[config.mk]
export PLATFORM = sky130hd
export DESIGN_NAME = axi_req_arbiter
export DESIGN_NICKNAME = d
export VERILOG_FILES = /design/src/rtl/axi_req_arbiter.sv
export SDC_FILE = /design/constraint.sdc
export NUM_CORES = 1
export LEC_CHECK = 0
export BUFFER_PORTS_ARGS = -buffer_cell sky130_fd_sc_hd__buf_2
export CAP_MARGIN = 10
export CORE_AREA = 5 5 126 128
export CTS_BUF_LIST = sky130_fd_sc_hd__clkbuf_2
export DETAILED_ROUTE_END_ITERATION = 7
export DIE_AREA = 0 0 131 133
export PLACE_DENSITY = 0.57
export SLEW_MARGIN = 20
export SYNTH_ARGS = -nofsm -noshare
export SYNTH_HDL_FRONTEND = slang
export SYNTH_SLANG_ARGS = --single-unit
[constraint.sdc]
create_clock -name clk -period 2.08 [get_ports clk]
set_input_delay 0.104 -clock clk [delete_from_list [all_inputs] [get_ports clk]]
set_output_delay 0.104 -clock clk [all_outputs]
set_load 0.01 [all_outputs]
[src/rtl/axi_req_arbiter.sv]
// axi_req_arbiter: AXI bridge front end; inst/data reads share AR, data writes launch to a write engine; optional `ARB_ROUND_ROBIN_EN selects round-robin read arbitration
module axi_req_arbiter #(
  parameter logic [3:0] INST_ARID = 4'd0,
  parameter logic [3:0] DATA_ARID = 4'd1
) (
  input  logic        clk,
  input  logic        reset,
  input  logic        inst_req,
  input  logic [31:0] inst_addr,
  input  logic [1:0]  inst_size,
  output logic        inst_addr_ok,
  output logic        inst_data_ok,
  output logic [31:0] inst_rdata,
  input  logic        data_req,
  input  logic        data_wr,
  input  logic [31:0] data_addr,
  input  logic [1:0]  data_size,
  input  logic [3:0]  data_strb,
  input  logic [31:0] data_wdata,
  output logic        data_addr_ok,
  output logic        data_data_ok,
  output logic [31:0] data_rdata,
  output logic [3:0]  arid,
  output logic [31:0] araddr,
  output logic [2:0]  arsize,
  output logic        arvalid,
  input  logic        arready,
  input  logic [3:0]  rid,
  input  logic [31:0] rdata,
  input  logic        rvalid,
  output logic        rready,
  output logic        wr_req,
  output logic [31:0] wr_addr,
  output logic [1:0]  wr_size,
  output logic [3:0]  wr_strb,
  output logic [31:0] wr_data,
  input  logic        wr_addr_ok,
  input  logic        bvalid,
  output logic        bready
);
  typedef enum logic {AR_IDLE, AR_BUSY} ar_state_t;
  typedef enum logic {W_IDLE, W_WAIT_B} w_state_t;
  ar_state_t   ar_q, ar_d;
  w_state_t    w_q, w_d;
  logic        inst_pend_q, inst_pend_d;
  logic        data_pend_q, data_pend_d;
  logic [3:0]  arid_q, arid_d;
  logic [31:0] araddr_q, araddr_d;
  logic [2:0]  arsize_q, arsize_d;
  logic        inst_cand, data_cand, inst_gnt, data_gnt;
  logic        wr_acc, inst_ret, data_rret, data_bret;
`ifdef ARB_ROUND_ROBIN_EN
  logic        last_data_q, last_data_d;
`endif
  // Grant, accept and return decisions; all suppressed while reset is held
  always_comb begin
    inst_cand = !reset && ar_q == AR_IDLE && inst_req && !inst_pend_q;
    data_cand = !reset && ar_q == AR_IDLE && data_req && !data_wr && !data_pend_q;
`ifdef ARB_ROUND_ROBIN_EN
    data_gnt  = data_cand && (!inst_cand || !last_data_q);
`else
    data_gnt  = data_cand;
`endif
    inst_gnt  = inst_cand && !data_gnt;
    wr_acc    = !reset && data_req && data_wr && !data_pend_q && w_q == W_IDLE && wr_addr_ok;
    inst_ret  = !reset && rvalid && rid == INST_ARID && inst_pend_q;
    data_rret = !reset && rvalid && rid == DATA_ARID && data_pend_q && w_q == W_IDLE;
    data_bret = !reset && bvalid && w_q == W_WAIT_B;
  end
  // Next state: FSMs, latched AR payload and per-port pending flags (new accept beats a return)
  always_comb begin
    ar_d = ar_q;
    if (ar_q == AR_BUSY && arready) ar_d = AR_IDLE;
    if (inst_gnt || data_gnt) ar_d = AR_BUSY;
    w_d = w_q;
    if (wr_acc) w_d = W_WAIT_B;
    if (data_bret) w_d = W_IDLE;
    arid_d      = data_gnt ? DATA_ARID : inst_gnt ? INST_ARID : arid_q;
    araddr_d    = data_gnt ? data_addr : inst_gnt ? inst_addr : araddr_q;
    arsize_d    = data_gnt ? {1'b0, data_size} : inst_gnt ? {1'b0, inst_size} : arsize_q;
    inst_pend_d = inst_gnt ? 1'b1 : inst_ret ? 1'b0 : inst_pend_q;
    data_pend_d = (data_gnt || wr_acc) ? 1'b1 : (data_rret || data_bret) ? 1'b0 : data_pend_q;
`ifdef ARB_ROUND_ROBIN_EN
    last_data_d = data_gnt ? 1'b1 : inst_gnt ? 1'b0 : last_data_q;
`endif
  end
  // State registers
  always_ff @(posedge clk) begin
    if (reset) begin
      ar_q        <= AR_IDLE;
      w_q         <= W_IDLE;
      inst_pend_q <= 1'b0;
      data_pend_q <= 1'b0;
      arid_q      <= '0;
      araddr_q    <= '0;
      arsize_q    <= '0;
`ifdef ARB_ROUND_ROBIN_EN
      last_data_q <= 1'b0;
`endif
    end else begin
      ar_q        <= ar_d;
      w_q         <= w_d;
      inst_pend_q <= inst_pend_d;
      data_pend_q <= data_pend_d;
      arid_q      <= arid_d;
      araddr_q    <= araddr_d;
      arsize_q    <= arsize_d;
`ifdef ARB_ROUND_ROBIN_EN
      last_data_q <= last_data_d;
`endif
    end
  end
  assign inst_addr_ok = inst_gnt;
  assign data_addr_ok = data_gnt || wr_acc;
  assign inst_data_ok = inst_ret;
  assign data_data_ok = data_rret || data_bret;
  assign inst_rdata   = rdata;
  assign data_rdata   = rdata;
  assign arvalid      = ar_q == AR_BUSY;
  assign arid         = arid_q;
  assign araddr       = araddr_q;
  assign arsize       = arsize_q;
  assign rready       = 1'b1;
  assign bready       = 1'b1;
  assign wr_req       = wr_acc;
  assign wr_addr      = data_addr;
  assign wr_size      = data_size;
  assign wr_strb      = data_strb;
  assign wr_data      = data_wdata;
endmodule

# == After elaboration in Yosys (flattened, before gate mapping) ==
# Cells that the tools add are included.
# op_classes
n_eq_ne,1
muxes,12
bitwise,2
reduce_logical,35
# ops
op,n
32-bit 2-to-1 mux,2
1-bit logical AND,21
1-bit 2-to-1 mux,8
2-bit nonzero test,4
1-bit logical NOT,5
"4-bit by 1-bit equality test with 1-bit output, second input constant",1
4-bit logical NOT,1
2-bit 2-to-1 mux,2
1-bit logical OR,3
1-bit inverter,2
2-bit OR reduction,1
# word_totals
register_bits,39
out_inout_bits,181
elab_cells,57

# == Logic depth before layout (Yosys ltp) ==
# Gate-level depths: netlist of run 1.
# depth
ltp_word,9
ltp_mapped,6

# == Worst setup path after synthesis of run 1 ==
# No wires, ideal clock.
# synth_timing
path_kind,reg-to-reg
from,reg data_pend_q
to,"reg araddr_q[10], in the netlist araddr[10]"
n_path_buf,3
stages_incl_launch_ff,7
arrival_ns,1.702
slack_ns,0.257
t_required_ns,1.958
setup_time_ns,0.122
cell_sequence,dfxtp_1 -> or3b_1 -> buf_2 -> or3_4 -> buf_6 -> buf_6 -> a221o_1
# synth_between
elab_chain_cells,5
elab_cells_between_ends,6
classes_between,mux: 1; reduce/logical: 5
# synth_lines
element,line_no,rtl
start: declaration,46,"logic data_pend_q, data_pend_d;"
start signal: assignment,104,data_pend_q <= data_pend_d;
1-bit logical NOT *,58,data_cand = !reset && ar_q == AR_IDLE && data_req && !data_wr && !data_pend_q;
1-bit logical AND *,58,
1-bit logical NOT,64,inst_gnt = inst_cand && !data_gnt;
1-bit logical AND,64,
2-bit nonzero test (no source line),n/a,
end signal: assignment,106,araddr_q <= araddr_d;
end: declaration,48,"logic [31:0] araddr_q, araddr_d;"
# Every way passes the cells marked *; elsewhere a longest branch is shown, timed or not.
# A chain may end at the register's enable or synchronous reset.

# == Final worst setup path of run 1 ==
# layout_timing
from,reg data_pend_q
to,out data_addr_ok
# layout_between
elab_chain_cells,5
elab_cells_between_ends,6
classes_between,reduce/logical: 6
# layout_lines
element,line_no,rtl
1-bit logical NOT *,"58, 65",
1-bit logical AND (3 in a row),65,wr_acc = !reset && data_req && data_wr && !data_pend_q && w_q == W_IDLE && wr_addr_ok;
1-bit logical OR *,114,assign data_addr_ok = data_gnt || wr_acc;
end: declaration,20,"output logic data_addr_ok,"
# Marks and branches as above.

==> reports/qor.yml, run 1 <==
critical_path:
  path_max_fanout: 5
  end_kind: "output port"
  rrSetupSlack_ps: 220
  criticalPathCategory: "reg2out"
  crit_arrival_ps: 1800
  cp-start-kind: "flip-flop"
  cp.required_ps: 1980
route:
  drt_iter0_drc: 75
  ant_nets: 0
  via_count: 2568
  avgRoutedWirePerCell_um: 18.8
  routed_via_density: 4.49
  dr.pass1.iters: 4
  drt-total-wl_mm: 10.7
  drcViolationCount: 0
die:
  rows: 45
  pin_count: 330
  die_h_um: 133
  core_um2: 14800
  start_util_pct: 20.6
  dieArea_um2: 17400
  fp.dieW_um: 131
synth:
  ys_seq_area_share_pct: 25.7
  synth_top_area_share_pct: 34.6
  synthDistinctLibCells: 26
  yosys-top-cells-count: "buf_4, dfxtp_1, a221o_1, nor3b_1, nor4b_1"
  post-synth-top-count-cell: "buf_4"
  ys.flop_type: "dfxtp_1"
  syn_inst: 339
  synth.area.top_cells: "buf_4, dfxtp_1, a221o_1"
  synth_area_um2: 3040
  ys_warn_count: 0
  synth_edf_count: 0
  syn_avg_cell_area_um2: 8.97
  async_reset_ff_share_pct: 0
  synth-seq-cells: 39
  yosys.area.top_type: "buf_4"
clocking:
  clockBufferDepth: 2
  clock_sinks: 39
  cts_root_buffer: "clkbuf_2"
  cts.reportedPaths.clkPinSlew_ps: 210
  clk_latency_ps: 400
  cts_tree: "yes"
  h-tree-depth: 2
  cts_buffers: 5
flow_run:
  maxCapViolations: 0
finish:
  fin_nets: 532
  fin_area_um2: 3370
  utilization_pct: 22.9
  syn2layout_area_growth_pct: 10.9
  drive_above_1_share_pct: 46.4
  instances_no_fill: 572
  antenna_cells: 0
timing:
  final.min_clock_period_ps: 1900
  skew_ps: 5.19
  final.period_utilization_pct: 91.5
  drv_slew: 0
  hold_viol: 0
  setup_violations: 0
  worst_slack_ps: 177
  holdWs_ps: 55.9
  fin_tns_setup_ps: 0
  clock.fmax_ghz: 0.526
  rsz0062_at_grt: "false"
placement:
  numPortBuffers: 155
  pre_cts_ws_ps: 239
  dp_hpwl_mm: 8.23
  place_area_um2: 2950
  place_congestion: 0.736
  place_inst: 526
grt:
  grt_max_degree: 40
  grt.overflow.total: 0
  grtUsageTotal_pct: 11.3
  grt_pass1_wl_mm: 15.3
  grt_pass1_vias: 2576
  antenna_found_initial: 0
pwr:
  ir_worst_vdd_mv: 0.146
  p_leak_nw: 1.49
  p_total_mw: 1.82
  powerDensity_nw_per_um2: 540
hold_path:
  hp-class: "in2reg"
run_status:
  status: "finished clean"
## metal layers
| metal | vias to the layer above | share of wire, % | global-route usage, % |
|---|---|---|---|
| li1 | 1161 | - | - |
| met1 | 1197 | 34 | 11.2 |
| met2 | 172 | 49 | 19.5 |
| met3 | 38 | 13 | 5.73 |
| met4 | 0 | 3.5 | 4.91 |
| met5 | - | 0 | 0 |
## critical path, stage by stage (launching register included)
cell and delay, ps:
dfxtp_2 380, or3b_4 410, or3_4 400, nand2_2 80, buf_2 130
## cells by family (layout without fill, tap and decap cells)
| kind of cell | after synthesis | after routing | synth area share, % |
|---|---|---|---|
| buffers and inverters | 171 | 211 | 39.3 |
| other | 2 | 6 | 0.247 |
| AOI/OAI and AO/OA | 42 | 42 | 12.8 |
| DFF | 39 | 39 | 25.7 |
| and+or+nand+nor | 85 | 86 | 21.9 |
## placed cells by master (no fill, tap or decap), types with 2 or more instances in the layout
cell type,Yosys,final
nor4b_1,35,35
inv_1,4,4
or3_4,1,2
conb_1,2,6
dfxtp_1,39,37
o21ai_0,2,2
buf_4,140,8
buf_2,5,155
nand2_1,3,2
clkbuf_2,0,6
dlygate4sd3_1,0,36
a221o_1,35,35
nor3b_1,35,35
dfxtp_2,0,2
clkinv_1,0,2
a21oi_1,3,3
## path summary, 6_finish.rpt
path / cells past startpoint / end / from
setup / recovery: 4 / data_addr_ok / data_pend_q$_SDFFE_PP0P_
hold reg to reg: 2 / arid[0]$_SDFFE_PP0P_ / arid[0]$_SDFFE_PP0P_
setup reg to reg: 4 / araddr[10]$_SDFFE_PP0P_ / data_pend_q$_SDFFE_PP0P_
hold / removal: 4 / inst_pend_q$_SDFFE_PP0P_ / rid[3]
## final cells by class
| type | count | area [µm²] |
|---|---|---|
| Multi-Input combinational cell | 134 | 1110 |
| Inverter | 4 | 15.0 |
| Clock inverter | 2 | 7.51 |
| Tap cell | 188 | 235 |
| Fill cell | 1643 | 11400 |
| Clock buffer | 6 | 30.0 |
| Timing Repair Buffer | 199 | 1200 |
| Sequential cell | 39 | 783 |
## state kept, by name (all words and copies together) (netlist names)
signal / cells
arsize: 2
data_pend_q: 1
inst_pend_q: 1
arid: 1
w_q: 1
araddr: 32
arvalid: 1
## timing repair
action                                 in CTS  in global routing
pin swaps                                   1                  1
setup endpoints to repair                   2                  1
hold buffers                               36                  0
endpoints found under the hold margin      37                  0
setup buffers                               1                  0
gates resized for setup                     3                  2
gates cloned                                1                  0
## power breakdown
part | total (mW) | internal, mW | leakage, nW | switching, mW
registers | 0.867 | 0.828 | 0.322 | 0.0391
logic | 0.608 | 0.299 | 1.14 | 0.308
clock network | 0.348 | 0.0810 | 0.0281 | 0.267
(Power assumes the default switching activity.)
==> run 2: changes to the inputs <==
==> config.mk (replaced) <==
export PLATFORM = sky130hd
export DESIGN_NAME = axi_req_arbiter
export DESIGN_NICKNAME = d
export VERILOG_FILES = /design/src/rtl/axi_req_arbiter.sv
export SDC_FILE = /design/constraint.sdc
export NUM_CORES = 1
export LEC_CHECK = 0
export CAP_MARGIN = 10
export CORE_AREA = 5 5 124 126
export CTS_BUF_LIST = sky130_fd_sc_hd__clkbuf_2
export DETAILED_ROUTE_END_ITERATION = 7
export DIE_AREA = 0 0 129 131
export DONT_BUFFER_PORTS = 1
export PLACE_DENSITY = 0.39
export SLEW_MARGIN = 20
export SYNTH_ARGS = -nofsm -noshare
export SYNTH_HDL_FRONTEND = slang
export SYNTH_SLANG_ARGS = --single-unit
==> run 2 against run 1 <==
Against the previous run:
- global-route usage decreased by 0.065 points
- largest power group unchanged
- sequential share of layout area increased by 5.4 points
- power decreased by 8.2%
- final area shrank 19%
- die area fell by 3.0%
- clock skew grew 1.7 ps
- wire length is 4.3% lower
==> reports/qor.yml, run 2 (synthesized netlist as in run 1, its figures left out) <==
critical_path:
  end_kind: "flip-flop"
  critPathMaxStageDelay_ps: 480  # +70 ps
  cp.required_ps: 2410  # +430 ps
  cp-start-kind: "flip-flop"
  criticalPathCategory: "reg2reg"
  path_max_fanout: 18  # +13
  crit_arrival_ps: 2270  # +470 ps
  crit_chain: "or3b_1 > or3_4 > buf_4 > a221o_1"
  crit_family: "simple AND/OR/NAND/NOR gates"
  crit_slowest_cell: "or3b_1"
  critPathBufInv: 1  # unchanged
timing:
  clock.fmax_ghz: 0.514  # -2.3%
  worst_pin_slew_ps: 519
  fin_tns_setup_ps: 0  # unchanged
  rsz0062_at_grt: "false"
  skew_ps: 6.87  # +1.68 ps
  setup_violations: 0  # unchanged
  final.min_clock_period_ps: 1950  # +44.1 ps
  relSlewSlack_pct: 65.3
  drv_slew: 0  # unchanged
  hold_viol: 0  # unchanged
  final.period_utilization_pct: 93.6  # +2.1 points
hold_path:
  hp-class: "in2reg"
route:
  drt-total-wl_mm: 10.3  # -4.3%
  routed_via_density: 4.81  # +7.1%
  via_count: 2049  # -20%
  drcViolationCount: 0  # unchanged
  avgRoutedWirePerCell_um: 24.1  # +28%
  ant_nets: 0  # unchanged
  dr.pass1.iters: 4  # unchanged
  drt_iter0_drc: 113  # +51%
clocking:
  clock_sinks: 39  # unchanged
  clockBufferDepth: 2  # unchanged
  cts_buffers: 5  # unchanged
  cts.reportedPaths.clkPinSlew_ps: 220  # about the same
  cts_root_buffer: "clkbuf_2"
  clk_latency_ps: 400  # about the same
  h-tree-depth: 2  # unchanged
  cts_tree: "yes"
run_status:
  status: "finished clean"
grt:
  grt_max_degree: 72  # +80%
  grt_pass1_vias: 2074  # -19%
  grtUsageTotal_pct: 11.2  # -0.065 points
  antenna_found_initial: 1  # +1
  grt.overflow.total: 0  # unchanged
  grt_pass1_wl_mm: 14.2  # -7.4%
pwr:
  switching_share_pct: 33.5  # -0.17 points
  powerDensity_nw_per_um2: 611  # +13%
  p_int_mw: 1.11  # -8.0%
  power_frac_clock_pct: 22.3  # +3.2 points
  p_switching_uw: 561  # -8.7%
  p_total_mw: 1.67  # -8.2%
  pwr-share-seq_pct: 54.9  # +7.3 points
  p_leak_nw: 0.888  # -40%
  power_frac_comb_pct: 22.8  # -10 points
  ir_worst_vdd_mv: 0.132  # -9.0%
finish:
  utilization_pct: 19.3  # -3.6 points
  largest_reg_flops: 32  # unchanged
  syn2layout_area_growth_pct: -10.1
  nFillCells: 1573  # -4.3%
  drive_above_1_share_pct: 8.71  # -38 points
  mostFrequentLayoutCells: "dlygate4sd3_1, dfxtp_1, nor3b_1, nor4b_1, a221o_1"
  fin_area_um2: 2740  # -19%
  fin_nets: 389  # -27%
  final_common_cell: "dlygate4sd3_1"
die:
  core_um2: 14200  # -3.7%
  die_h_um: 131  # -1.5%
  start_util_pct: 21.4  # +0.80 points
  fp.dieW_um: 129  # -1.5%
  rows: 44  # -2.2%
  pin_count: 330  # unchanged
  dieArea_um2: 16900  # -3.0%
flow_run:
  maxCapViolations: 0  # unchanged
placement:
  numPortBuffers: 0  # -100%
  dp_hpwl_mm: 7.06  # -14%
  place_congestion: 0.655  # -11%
  place_area_um2: 2150  # -27%
## run 2: layout make-up
class                      instances  area (µm²)  share of cell area [%]
clock buffer                       7        35.0                    1.28
antenna                            1        2.50                  0.0915
inverter                           4        15.0                   0.549
tap                              184         230                    8.42
sequential                        39         782                    28.6
multi-input combinational        134        1100                    40.3
timing repair buffer              56         563                    20.6
clock inverter                     1        5.00                   0.183
## run 2: worst paths after layout
kind,from,to,slack [ps],cells past startpoint
min reg2reg,arid[0]$_SDFFE_PP0P_,arid[0]$_SDFFE_PP0P_,540,2
max,data_pend_q$_SDFFE_PP0P_,araddr[18]$_SDFFE_PP0P_,130,4
min,data_addr[8],araddr[8]$_SDFFE_PP0P_,50,2
max reg2reg,data_pend_q$_SDFFE_PP0P_,araddr[18]$_SDFFE_PP0P_,130,4
## run 2: worst reg2reg max path: stages, from the launching register on
cell and delay (ps):
dfxtp_1 380, or3b_1 480, or3_4 420, buf_4 220, a221o_1 370
## run 2: stage by stage
step           setup WS [ps]  instances  hold slack [ps]
6_report                 133        426             52.4
5_1_grt                 12.8        426             7.19
4_1_cts                 41.5        424            0.425
3_5_place_dp             181        365              184
3_3_place_gp             240        365              189
2_1_floorplan            257        343              244
## run 2: per-layer routing
metal	wire, µm	track usage [%]	up-vias
met1	3400	11.1	964
met3	1370	5.89	49
met4	388	5.44	0
met5	0	0	-
li1	-	-	881
met2	5120	19.4	155
## run 2: power groups by stage
stage	Clock (mW)	Combinational, mW	Sequential (mW)
after floorplan	0	0.510	0.912
after global placement	0	0.270	0.937
after detailed placement	0	0.275	0.939
after CTS	0.423	0.385	0.923
after global routing	0.431	0.416	0.930
final	0.372	0.381	0.918
## run 2: repair_timing
action                                  CTS  global route
endpoints found under the setup margin    1             0
hold buffers                             49             1
buffers inserted                          1             0
resized for setup                         2             0
endpoints found under the hold margin    39             1
==> run 3: changes to the inputs <==
--- a/config.mk
+++ b/config.mk
@@ -11,7 +11,7 @@
 export DETAILED_ROUTE_END_ITERATION = 7
 export DIE_AREA = 0 0 129 131
 export DONT_BUFFER_PORTS = 1
-export PLACE_DENSITY = 0.39
+export PLACE_DENSITY = 0.45
 export SLEW_MARGIN = 20
 export SYNTH_ARGS = -nofsm -noshare
 export SYNTH_HDL_FRONTEND = slang
==> run 3 against run 2 <==
Against the previous run:
- final area up 10%
- via count up 5.1%
- wire length down 2.9%
- utilization up 1.9 points
- largest power group unchanged
==> reports/qor.yml, run 3 (synthesized netlist as in run 1, its figures left out) <==
die:
  core_um2: 14200  # unchanged
  pin_count: 330  # unchanged
  start_util_pct: 21.4  # unchanged
  rows: 44  # unchanged
  dieArea_um2: 16900  # unchanged
  fp.dieW_um: 129  # unchanged
  die_h_um: 131  # unchanged
critical_path:
  crit_path_start: "data_pend_q$_SDFFE_PP0P_"
  cp-start-kind: "flip-flop"
  cp.required_ps: 1980  # -430 ps
  criticalPathCategory: "reg2out"
  timing.rr.start: "data_pend_q$_SDFFE_PP0P_"
  end_kind: "output port"
  crit_arrival_ps: 1850  # -420 ps
  path_max_fanout: 5  # -13
grt:
  antenna_found_initial: 0  # -1
  grt_pass1_vias: 2218  # +6.9%
  grt_max_degree: 75  # +4.2%
  grt.overflow.total: 0  # unchanged
  grtUsageTotal_pct: 11.1  # -0.15 points
  grt_pass1_wl_mm: 14.1  # -0.78%
route:
  routed_via_density: 4.78  # -0.53%
  drt-total-wl_mm: 9.98  # -2.9%
  via_count: 2153  # +5.1%
  drt_iter0_drc: 67  # -41%
  drcViolationCount: 0  # unchanged
  dr.pass1.iters: 4  # unchanged
  avgRoutedWirePerCell_um: 22.2  # -8.0%
  ant_nets: 0  # unchanged
timing:
  setup_violations: 0  # unchanged
  rsz0062_at_grt: "false"
  worst_pin_slew_ps: 547  # +27.9 ps
  hold_viol: 0  # unchanged
  drv_slew: 0  # unchanged
  final.period_utilization_pct: 93.9  # +0.25 points
  skew_ps: 50.8  # +43.9 ps
  final.min_clock_period_ps: 1950  # +5.23 ps
  relSlewSlack_pct: 63.1  # -2.2 points
  clock.fmax_ghz: 0.512  # -0.27%
clocking:
  cts_root_buffer: "clkbuf_2"
  cts.reportedPaths.clkPinSlew_ps: 270  # +50 ps
  cts_tree: "yes"
  cts_buffers: 5  # unchanged
  h-tree-depth: 2  # unchanged
  clk_latency_ps: 480  # +80 ps
  clock_sinks: 39  # unchanged
  clockBufferDepth: 2  # unchanged
finish:
  mostFrequentLayoutCells: "dlygate4sd3_1, dfxtp_1, nor3b_1, nor4b_1, a221o_1"
  fin_area_um2: 3010  # +10%
  drive_above_1_share_pct: 7.52  # -1.2 points
  syn2layout_area_growth_pct: -0.987
  largest_reg_flops: 32  # unchanged
  final_common_cell: "dlygate4sd3_1"
  antenna_cells: 0  # -1
  fin_nets: 414  # +6.4%
  utilization_pct: 21.2  # +1.9 points
placement:
  place_area_um2: 2140  # -0.35%
  dp_hpwl_mm: 6.45  # -8.6%
  numPortBuffers: 0  # unchanged
  place_congestion: 0.715  # +9.1%
run_status:
  status: "finished clean"
pwr:
  ir_worst_vdd_mv: 0.275  # +110%
  powerDensity_nw_per_um2: 608  # -0.49%
  p_leak_nw: 1.00  # +13%
hold_path:
  min_from: "data_addr[7]"
  hp-class: "in2reg"
flow_run:
  maxCapViolations: 0  # unchanged
run 3: where the power goes:
part	total [mW]	internal (mW)	switching (mW)	leakage (nW)
Clock	0.497	0.197	0.300	0.0404
Combinational	0.411	0.221	0.190	0.640
Sequential	0.924	0.829	0.0953	0.321
run 3: final cells by class:
cell class	count	area, µm²
Sequential cell	39	782
Multi-Input combinational cell	134	1100
Clock buffer	5	25.0
Inverter	4	15.0
Timing Repair Buffer	81	816
Fill cell	1540	11200
Tap cell	184	230
Clock inverter	3	38.8
run 3: metrics by stage:
stage	hold WS (ps)	setup WS, ps	setup TNS (ps)	power (mW)	std cells
global placement	183	250	0	1.20	364
detailed placement	182	212	0	1.21	364
CTS	10.9	-7.61	-7.61	1.88	450
global route	24.2	9.05	0	1.94	450
floorplan	244	257	0	1.42	343
finish	87.8	128	0	1.83	450
run 3: path summary, 6_finish.rpt:
| check | end | slack [ps] | cells past startpoint |
|---|---|---|---|
| hold / removal | araddr[7]$_SDFFE_PP0P_ | 90 | 2 |
| setup reg to reg | araddr[11]$_SDFFE_PP0P_ | 140 | 4 |
| hold reg to reg | arid[0]$_SDFFE_PP0P_ | 540 | 2 |
| setup / recovery | data_addr_ok | 130 | 3 |
run 3: timing repair:
item / CTS / global route
buffers inserted: 1 / 0
hold buffers: 76 / 0
endpoints found under the hold margin: 39 / 0
cloned: 1 / 0
endpoints found under the setup margin: 2 / 1
resized for setup: 2 / 1
pin swaps: 1 / 0
run 3: worst max-delay path, cell delays in order (launching register included):
cell	delay, ps
dfxtp_1	400
or3b_4	440
or3_4	390
nand2_1	140
run 3: routing by layer:
layer	GRT usage, %	vias up	routed length [µm]
met5	0	-	0
met3	5.37	46	1160
met2	18.6	155	4860
met4	6.49	0	441
met1	11.2	1026	3520
li1	-	926	-
